`src/rtl/regfile_bist_pkg.sv`:
```
// rtl/regfile_bist_pkg.sv - shared state type, default seed and expected-data function for regfile_bist
package regfile_bist_pkg;

  localparam int BIST_DATA_W = 32;
  localparam int BIST_ADDR_W = 5;
  localparam logic [BIST_DATA_W-1:0] SEED_DEFAULT = 32'hA5A5_0000;

  typedef enum logic [1:0] {
    IDLE   = 2'd0,
    WRITE  = 2'd1,
    READ   = 2'd2,
    FINISH = 2'd3
  } bist_state_t;

  // Register 0 is hardwired to zero, so it must read back zero in both phases.
  function automatic logic [BIST_DATA_W-1:0] exp_data(
    input logic [BIST_ADDR_W-1:0] addr,
    input logic                   phase,
    input logic [BIST_DATA_W-1:0] seed
  );
    logic [BIST_DATA_W-1:0] d;
    d = seed ^ {{(BIST_DATA_W-BIST_ADDR_W){1'b0}}, addr};
    if (phase) d = ~d;
    if (addr == '0) d = '0;
    return d;
  endfunction

endpackage

```
`src/rtl/regfile_bist_if.sv`:
```
// rtl/regfile_bist_if.sv - three-port register file bus (two combinational reads, one clocked write)
interface regfile_bist_if #(
  parameter int DATA_W = 32,
  parameter int ADDR_W = 5
);
  logic              we3;
  logic [ADDR_W-1:0] a1;
  logic [ADDR_W-1:0] a2;
  logic [ADDR_W-1:0] a3;
  logic [DATA_W-1:0] wd3;
  logic [DATA_W-1:0] rd1;
  logic [DATA_W-1:0] rd2;

  modport master (output we3, a1, a2, a3, wd3, input rd1, rd2);
  modport slave  (input we3, a1, a2, a3, wd3, output rd1, rd2);
endinterface

```
`src/rtl/regfile_bist_cmp.sv`:
```
// rtl/regfile_bist_cmp.sv - registered two-port readback compare with first-fail capture
// REGFILE_BIST_ERRCNT_EN adds a saturating mismatch counter.
module regfile_bist_cmp
  import regfile_bist_pkg::*;
#(
  parameter int                DATA_W = BIST_DATA_W,
  parameter int                ADDR_W = BIST_ADDR_W,
  parameter logic [DATA_W-1:0] SEED   = SEED_DEFAULT
) (
  input  logic              clk,
  input  logic              rst_n,
  input  logic              clear,
  input  logic              en,
  input  logic              phase,
  input  logic [ADDR_W-1:0] a1,
  input  logic [ADDR_W-1:0] a2,
  input  logic [DATA_W-1:0] rd1,
  input  logic [DATA_W-1:0] rd2,
  output logic              mism,
  output logic              fail_flag,
  output logic [ADDR_W-1:0] fail_addr,
  output logic              fail_port
`ifdef REGFILE_BIST_ERRCNT_EN
  ,
  output logic [7:0]        err_count
`endif
);

  logic bad1;
  logic bad2;

  always_comb begin
    bad1 = en && (rd1 != exp_data(a1, phase, SEED));
    bad2 = en && (rd2 != exp_data(a2, phase, SEED));
    mism = bad1 || bad2;
  end

  // Only the first failing cycle is captured; rd1 wins a same-cycle tie.
  always_ff @(posedge clk) begin
    if (!rst_n) begin
      fail_flag <= 1'b0;
      fail_addr <= '0;
      fail_port <= 1'b0;
    end else if (clear) begin
      fail_flag <= 1'b0;
      fail_addr <= '0;
      fail_port <= 1'b0;
    end else if (mism && !fail_flag) begin
      fail_flag <= 1'b1;
      fail_addr <= bad1 ? a1 : a2;
      fail_port <= !bad1;
    end
  end

`ifdef REGFILE_BIST_ERRCNT_EN
  logic [8:0] err_sum;

  assign err_sum = {1'b0, err_count} + {8'd0, bad1} + {8'd0, bad2};

  always_ff @(posedge clk) begin
    if (!rst_n) begin
      err_count <= '0;
    end else if (clear) begin
      err_count <= '0;
    end else if (err_sum > 9'd255) begin
      err_count <= 8'hFF;
    end else begin
      err_count <= err_sum[7:0];
    end
  end
`endif

endmodule

```
`src/rtl/regfile_bist.sv`:
```
// rtl/regfile_bist.sv - march-style BIST initiator for the 32x32 three-port register file
// Optional macro REGFILE_BIST_ERRCNT_EN exposes err_count.
module regfile_bist
  import regfile_bist_pkg::*;
#(
  parameter int                DATA_W   = BIST_DATA_W,
  parameter int                ADDR_W   = BIST_ADDR_W,
  parameter int                NUM_REGS = 2**BIST_ADDR_W,
  parameter logic [DATA_W-1:0] SEED     = SEED_DEFAULT
) (
  input  logic              clk,
  input  logic              rst_n,
  input  logic              start,
  output logic              busy,
  output logic              done,
  output logic              pass,
  output logic [ADDR_W-1:0] fail_addr,
  output logic              fail_port,
`ifdef REGFILE_BIST_ERRCNT_EN
  output logic [7:0]        err_count,
`endif
  regfile_bist_if.master    rf
);

  localparam logic [ADDR_W-1:0] LAST = ADDR_W'(NUM_REGS - 1);

  bist_state_t       state;
  bist_state_t       state_nxt;
  logic [ADDR_W-1:0] idx;
  logic [ADDR_W-1:0] idx_nxt;
  logic              phase;
  logic              phase_nxt;
  logic              launch;
  logic              mism;
  logic              fail_flag;

  assign launch = (state == IDLE) && start;

  always_ff @(posedge clk) begin
    if (!rst_n) begin
      state <= IDLE;
      idx   <= '0;
      phase <= 1'b0;
    end else begin
      state <= state_nxt;
      idx   <= idx_nxt;
      phase <= phase_nxt;
    end
  end

  // Writes skip register 0; reads cover all registers, a2 walking top-down.
  always_comb begin
    state_nxt = state;
    idx_nxt   = idx;
    phase_nxt = phase;
    case (state)
      IDLE: begin
        if (start) begin
          state_nxt = WRITE;
          idx_nxt   = ADDR_W'(1);
          phase_nxt = 1'b0;
        end
      end
      WRITE: begin
        if (idx == LAST) begin
          state_nxt = READ;
          idx_nxt   = '0;
        end else begin
          idx_nxt = idx + ADDR_W'(1);
        end
      end
      READ: begin
        if (idx == LAST) begin
          if (!phase) begin
            state_nxt = WRITE;
            idx_nxt   = ADDR_W'(1);
            phase_nxt = 1'b1;
          end else begin
            state_nxt = FINISH;
            idx_nxt   = '0;
          end
        end else begin
          idx_nxt = idx + ADDR_W'(1);
        end
      end
      FINISH: begin
        state_nxt = IDLE;
        idx_nxt   = '0;
        phase_nxt = 1'b0;
      end
      default: state_nxt = IDLE;
    endcase
  end

  always_comb begin
    busy   = 1'b0;
    done   = 1'b0;
    rf.we3 = 1'b0;
    rf.a1  = '0;
    rf.a2  = '0;
    rf.a3  = '0;
    rf.wd3 = '0;
    case (state)
      WRITE: begin
        busy   = 1'b1;
        rf.we3 = 1'b1;
        rf.a3  = idx;
        rf.wd3 = exp_data(idx, phase, SEED);
      end
      READ: begin
        busy  = 1'b1;
        rf.a1 = idx;
        rf.a2 = LAST - idx;
      end
      FINISH: done = 1'b1;
      default: ;
    endcase
  end

  // The last compare lands on the same edge that enters FINISH, so fold it in here.
  always_ff @(posedge clk) begin
    if (!rst_n) begin
      pass <= 1'b0;
    end else if (launch) begin
      pass <= 1'b0;
    end else if (state == READ && idx == LAST && phase) begin
      pass <= !(fail_flag || mism);
    end
  end

  regfile_bist_cmp #(
    .DATA_W (DATA_W),
    .ADDR_W (ADDR_W),
    .SEED   (SEED)
  ) u_cmp (
    .clk       (clk),
    .rst_n     (rst_n),
    .clear     (launch),
    .en        (state == READ),
    .phase     (phase),
    .a1        (idx),
    .a2        (LAST - idx),
    .rd1       (rf.rd1),
    .rd2       (rf.rd2),
    .mism      (mism),
    .fail_flag (fail_flag),
    .fail_addr (fail_addr),
    .fail_port (fail_port)
`ifdef REGFILE_BIST_ERRCNT_EN
    ,
    .err_count (err_count)
`endif
  );

endmodule

```
`src/flat_wrapper.sv`:
```
// flat-port wrapper written by rule: the top's interface ports become plain ports
module regfile_bist_flat import regfile_bist_pkg::*;
#(
  parameter int                DATA_W   = BIST_DATA_W,
  parameter int                ADDR_W   = BIST_ADDR_W,
  parameter int                NUM_REGS = 2**BIST_ADDR_W,
  parameter logic [DATA_W-1:0] SEED     = SEED_DEFAULT
)
  (clk, rst_n, start, busy, done, pass, fail_addr, fail_port, rf_we3, rf_a1, rf_a2, rf_a3, rf_wd3, rf_rd1, rf_rd2);
  regfile_bist_if #(.DATA_W(DATA_W), .ADDR_W(ADDR_W)) rf_i ();
  input  logic clk;
  input  logic rst_n;
  input  logic start;
  output logic busy;
  output logic done;
  output logic pass;
  output logic [ADDR_W-1:0] fail_addr;
  output logic fail_port;
  output wire logic [$bits(rf_i.we3)-1:0] rf_we3;
  output wire logic [$bits(rf_i.a1)-1:0] rf_a1;
  output wire logic [$bits(rf_i.a2)-1:0] rf_a2;
  output wire logic [$bits(rf_i.a3)-1:0] rf_a3;
  output wire logic [$bits(rf_i.wd3)-1:0] rf_wd3;
  input wire logic [$bits(rf_i.rd1)-1:0] rf_rd1;
  input wire logic [$bits(rf_i.rd2)-1:0] rf_rd2;
  assign rf_we3 = rf_i.we3;
  assign rf_a1 = rf_i.a1;
  assign rf_a2 = rf_i.a2;
  assign rf_a3 = rf_i.a3;
  assign rf_wd3 = rf_i.wd3;
  assign rf_i.rd1 = rf_rd1;
  assign rf_i.rd2 = rf_rd2;
  regfile_bist #(.DATA_W(DATA_W), .ADDR_W(ADDR_W), .NUM_REGS(NUM_REGS), .SEED(SEED)) u_core (.clk(clk), .rst_n(rst_n), .start(start), .busy(busy), .done(done), .pass(pass), .fail_addr(fail_addr), .fail_port(fail_port), .rf(rf_i));
endmodule
```
`config.mk`:
```
export PLATFORM = sky130hd
export DESIGN_NAME = regfile_bist_flat
export DESIGN_NICKNAME = d
export VERILOG_FILES = /design/src/rtl/regfile_bist_pkg.sv /design/src/rtl/regfile_bist_if.sv /design/src/rtl/regfile_bist_cmp.sv /design/src/rtl/regfile_bist.sv /design/src/flat_wrapper.sv
export SDC_FILE = /design/constraint.sdc
export NUM_CORES = 1
export LEC_CHECK = 0
export CAP_MARGIN = 0
export CORE_UTILIZATION = 50
export DETAILED_ROUTE_END_ITERATION = 10
export DONT_BUFFER_PORTS = 1
export PLACE_DENSITY_LB_ADDON = 0.12
export SLEW_MARGIN = 20
export SYNTH_ARGS = -nofsm -noshare
export SYNTH_HDL_FRONTEND = slang
export SYNTH_SLANG_ARGS = --single-unit
```
`constraint.sdc`:
```
create_clock -name clk -period 3.6 [get_ports clk]
set_clock_uncertainty 0.2 [all_clocks]
set_input_delay 0.18 -clock clk [delete_from_list [all_inputs] [get_ports clk]]
set_output_delay 0.18 -clock clk [all_outputs]
set_load 0.1 [all_outputs]
```
# After elaboration in Yosys (flattened, before gate mapping)
# Cells that the tools add are included.
# totals
reg_bits,16
inputBits,67
elab_cells,65
# classes
add_sub_neg,2
n_eq_ne,9
mux,25
bitwise_logic,3
n_reduce_logical,19
# ops
operator,count
32-bit 2-to-1 mux,5
32-bit inequality test,2
32-bit inverter,2
5-bit 2-to-1 mux,7
5-bit one-hot mux with 4 select lines,1
5-bit zero test,2
2-bit 2-to-1 mux,4
2-bit one-hot mux with 4 select lines,1
1-bit logical AND,6
1-bit 2-to-1 mux,6
3-bit AND reduction,2
"5-bit by 1-bit adder with 5-bit output, second input constant",1
"5-bit == test, second input constant",1
"5-bit subtractor, first input constant",1
"2-bit == test, second input constant",2
"2-bit by 1-bit inequality test with 1-bit output, second input constant",2
2-bit OR reduction,2
1-bit zero test,3
1-bit one-hot mux with 3 select lines,1
3-bit nonzero test,1
"2-bit by 1-bit == test with 1-bit output, second input constant",1
2-bit zero test,1
1-bit logical OR,2
"2-bit inequality test, second input constant",1
1-bit inverter,1

# Logic depth before layout (Yosys ltp)
# depth
ltp_word,9
mapped_depth,14

# Cells and area by module
# A second synthesis with hierarchy kept.
# unflattened
hier_cells,281
area_unflattened_um2,2109.5
# modules_own_cells
mod,n_inst,cells_each,area_per_inst_um2,seq_area_each_um2
regfile_bist_cmp,1,154,1129.8,140.1
regfile_bist,1,127,979.7,180.2

# Least setup slack after synthesis
# No wires, ideal clock.
# synth_path
path_kind,flip-flop to output port
startpoint,register u_core.state[1]
endpoint,output rf_wd3[10]
t_arrival_ns,3.147
required_ns,3.220
setup_slack_ns,0.073
path_stages_with_launch,6
cell_sequence,dfxtp_1 inv_1 ha_1 clkbuf_1 and3_1 buf_4
# synth_via
elab_chain_cells,2
# synth_lines
item,line,rtl
from (decl),regfile_bist.sv:27,bist_state_t state;
from (signal assigned),regfile_bist.sv:45,state <= state_nxt;
2-bit by 1-bit == test with 1-bit output,regfile_bist.sv:103,case (state)
32-bit 2-to-1 mux,regfile_bist.sv:103,
to (decl),flat_wrapper.sv:23,output wire logic [$bits(rf_i.wd3)-1:0] rf_wd3;
# Every way passes these cells.

# Worst setup path after layout
# layout_path
startpoint,register u_core.idx[1]
endpoint,register u_core.u_cmp.fail_addr[0]
# layout_via
elab_chain_cells,8
elab_cells_between_ends,16
# layout_lines
item,line,rtl
from (decl),regfile_bist.sv:29,logic [ADDR_W-1:0] idx;
from (signal assigned),regfile_bist.sv:46,idx <= idx_nxt;
5-bit subtractor,regfile_bist.sv:142,".a2 (LAST - idx),"
32-bit inverter,regfile_bist_pkg.sv:23,if (phase) d = ~d;
32-bit 2-to-1 mux,regfile_bist_pkg.sv:23,
32-bit 2-to-1 mux,regfile_bist_pkg.sv:24,if (addr == '0) d = '0;
32-bit inequality test,regfile_bist_cmp.sv:34,"bad2 = en && (rd2 != exp_data(a2, phase, SEED));"
1-bit logical AND,regfile_bist_cmp.sv:34,
1-bit logical OR,regfile_bist_cmp.sv:35,mism = bad1 || bad2;
1-bit logical AND,regfile_bist_cmp.sv:48,end else if (mism && !fail_flag) begin
to (signal assigned),regfile_bist_cmp.sv:50,fail_addr <= bad1 ? a1 : a2;
to (decl),regfile_bist_cmp.sv:21,"output logic [ADDR_W-1:0] fail_addr,"
# Parallel ways exist; a longest one is shown, timed or not.
# A chain may end at the register's enable or synchronous reset.

==> flow_summary.ini <==
[hold_path]
hold_depth = 3
min-delay-path-class = in -> reg

[worst_setup_path]
cp-end-kind = flop
crit_slowest_cell = or4b_1
required_ns = 3.52
cp_num_buf_inv = 2
cpPeakStageDelay_ns = 0.58
path_depth = 11
path_delay_family = simple AND/OR/NAND/NOR gates
rrSetupSlack_ns = 0.35
crit_chain = inv_1 > ha_1 > or4b_1 > buf_4 > nor2_1 > a21oi_1 > o32a_1 > or4_4 > nor3_4 > xnor2_1 > a21oi_1
reg2reg_from = u_core.idx[1]
crit_type = reg -> reg
cpMostUsedCell = a21oi_1
critPathCapture = u_core.u_cmp.fail_addr[0]
rr_endpoint = u_core.u_cmp.fail_addr[0]
reg2reg_depth = 11
startpoint = u_core.idx[1]
crit_arrival_ns = 3.16
cp_max_fo = 11
critPathLaunchType = flop

[flow_run]
maxCapViolations = 0

[synthesis]
synth_seq_cells = 16
synth-async-reset-ratio = 0
syn_inst = 285
yosysSeqAreaShare = 0.156
synth-simple-area-share = 0.363
ys_types = 53
syn_nets = 361
synth_xor_area_frac = 0.0639
syn_area_um2 = 2060
synth-edff-count = 0
yosys.area.top_type = dfxtp_1
synth.avg_cell_area_um2 = 7.21
synth_area_leaders = dfxtp_1, buf_4, ha_1, a21oi_1, xnor2_1
yosys_warnings = 0
ys.flop_type = dfxtp_1
synth_top_area_frac = 0.156
synth_top_family_by_area = simple AND/OR/NAND/NOR gates
synth.area.mux_share = 0.0243
synth_compound_area_frac = 0.202
synthAdderAreaFrac = 0.0548

[clock_network]
cts_tree = built
ctsRootBufferMaster = clkbuf_8
cts_buffer_depth = 2
h-tree-depth = 1
ctsResizeCount = 0
path_clk_slew_ns = 0.07
numClockSinks = 16
cts_made_buffers = 3
clkLatencyLatePin_ns = 0.26

[floorplan]
coreArea_um2 = 3800
die_area_um2 = 4370
die_x_um = 66.1
initial_utilization = 0.541
std_cell_rows = 22
die_h_um = 66.1
ioPinCount = 124

[route]
drc = 0
wire_per_inst_um = 16.9
antenna_left = 0
drt_pre_antenna_iters = 4
routed_via_density = 6.22
via_count = 2090
wl_um = 5680
drtIter0Drc = 115

[placement]
pre_cts_ws_ns = 0.405
place_area_um2 = 2300
hpwl_um = 4490
gp_congestion = 0.844
port-buffer-count = 0

[global_route]
grt_pass1_vias = 1920
antenna_found_initial = 0
overflow = 0
grt_pass1_wl_um = 8740
grtUsageTotal = 0.258
grt_max_degree = 23

[timing]
fin_ws_ns = 0.354
setup_violations = 0
tightestPinTransition_ns = 0.996
period_needed_ns = 3.25
tns_ns = 0
hold_viol_final = 0
whs_ns = 0.0201
slew_violations = 0
slew_headroom = 0.335
clock.fmax_mhz = 308
rsz0062_at_grt = no
min_period_over_period = 0.902

[finish]
final_area_um2 = 2380
area_growth_syn_to_layout_pct = 15.7
diodes = 0
nets = 365
finish.utilization = 0.626
drive_gt1_frac = 0.208

[power]
power_density_nw_per_um2 = 576
cellLeakagePower_nw = 0.919
peakVddDrop_v = 0.000595

[run_status]
status = finished, final reports clean
==> routing by layer <==
metal,vias up,routed length [µm],track usage,part of all wire
li1,1024,-,-,-
met4,0,63,0.0612,0.011
met1,965,2410,0.315,0.42
met2,90,2810,0.464,0.50
met3,11,395,0.0448,0.070
met5,-,0,0,0
==> synthesized netlist by cell type (2+ instances only) <==
master / n
dfxtp_1: 16
or3b_2: 2
buf_2: 5
mux2i_1: 5
a311oi_1: 2
a31oi_1: 5
nand4_1: 10
a22oi_1: 3
and2_1: 10
a21o_1: 2
inv_1: 8
and4_1: 3
o21ai_0: 14
a211oi_1: 3
nand2b_1: 8
or3_1: 2
nor3_1: 11
buf_4: 25
nor2_1: 21
and3_1: 8
nand2_1: 15
o31ai_1: 3
nor2b_1: 7
nor4_1: 11
a21oi_1: 20
clkbuf_1: 8
xnor2_1: 11
xor2_1: 4
nand3_1: 10
ha_1: 9
buf_1: 2
==> what timing repair did <==
item	in CTS	in global routing
endpoints found under the hold margin	8	0
buffers inserted	0	0
hold buffers	2	0
==> stage by stage <==
stage          cells  power [mW]
3_3_place_gp     330        1.19
6_report         336        1.37
4_1_cts          336        1.37
2_1_floorplan    285        1.08
5_1_grt          336        1.43
3_5_place_dp     330        1.20
==> how the worst min path moves through the flow <==
stage                      from                   endpoint  slack [ns]
after floorplan           rst_n               u_core.phase        0.11
after global placement    rst_n               u_core.phase        0.12
after detailed placement  rst_n               u_core.phase        0.11
after CTS                 start  u_core.u_cmp.fail_addr[1]        0.01
after global routing      start     u_core.u_cmp.fail_port        0.04
final                     start  u_core.u_cmp.fail_addr[1]        0.02
==> worst min-delay path: stages <==
cell and delay [ns]:
a21oi_1 0.12, o21ai_0 0.10, a21oi_1 0.04
==> registers in the layout, summed over array words and instances, names as in the netlist <==
name / flops
u_core.idx: 5
u_core.pass: 1
u_core.phase: 1
u_core.state: 2
u_core.u_cmp.fail_addr: 5
u_core.u_cmp.fail_flag: 1
u_core.u_cmp.fail_port: 1
==> cell usage in the layout (no fill, tap or decap), drive strengths merged, types with 7 or more instances in the layout <==
master  Yosys  layout
a21oi      20      20
and2       10      10
and3        8       8
buf        32      37
dfxtp      16      16
ha          9       9
inv         8       8
nand2      15      15
nand2b      9       9
nand3      10      10
nand4      10      10
nor2       21      21
nor2b       7       7
nor3       12      12
nor4       11      11
o21ai      14      14
xnor2      11      11
==> power breakdown <==
part           total, mW  switching [mW]  internal [mW]
clock              0.166          0.0689         0.0973
sequential         0.294          0.0918          0.203
combinational      0.909           0.695          0.214
==> logic make-up after synthesis <==
logic type	count (synthesis)
multiplexers	5
buffers and inverters	48
adder cells (fa/ha/maj)	9
flip-flops	16
XOR/XNOR	15
AO/OA/AOI/OAI	64
AND/OR/NAND/NOR	128
==> area by class of cell <==
| cell class | instances | area [µm²] |
|---|---|---|
| clock buffers | 4 | 55.1 |
| fillers | 351 | 1420 |
| well taps | 48 | 60.1 |
| multi-input cells | 221 | 1490 |
| inverters | 8 | 30.0 |
| repair buffers | 39 | 425 |
| flip-flops and latches | 16 | 320 |
No activity file was read; power rests on OpenSTA's default activity.
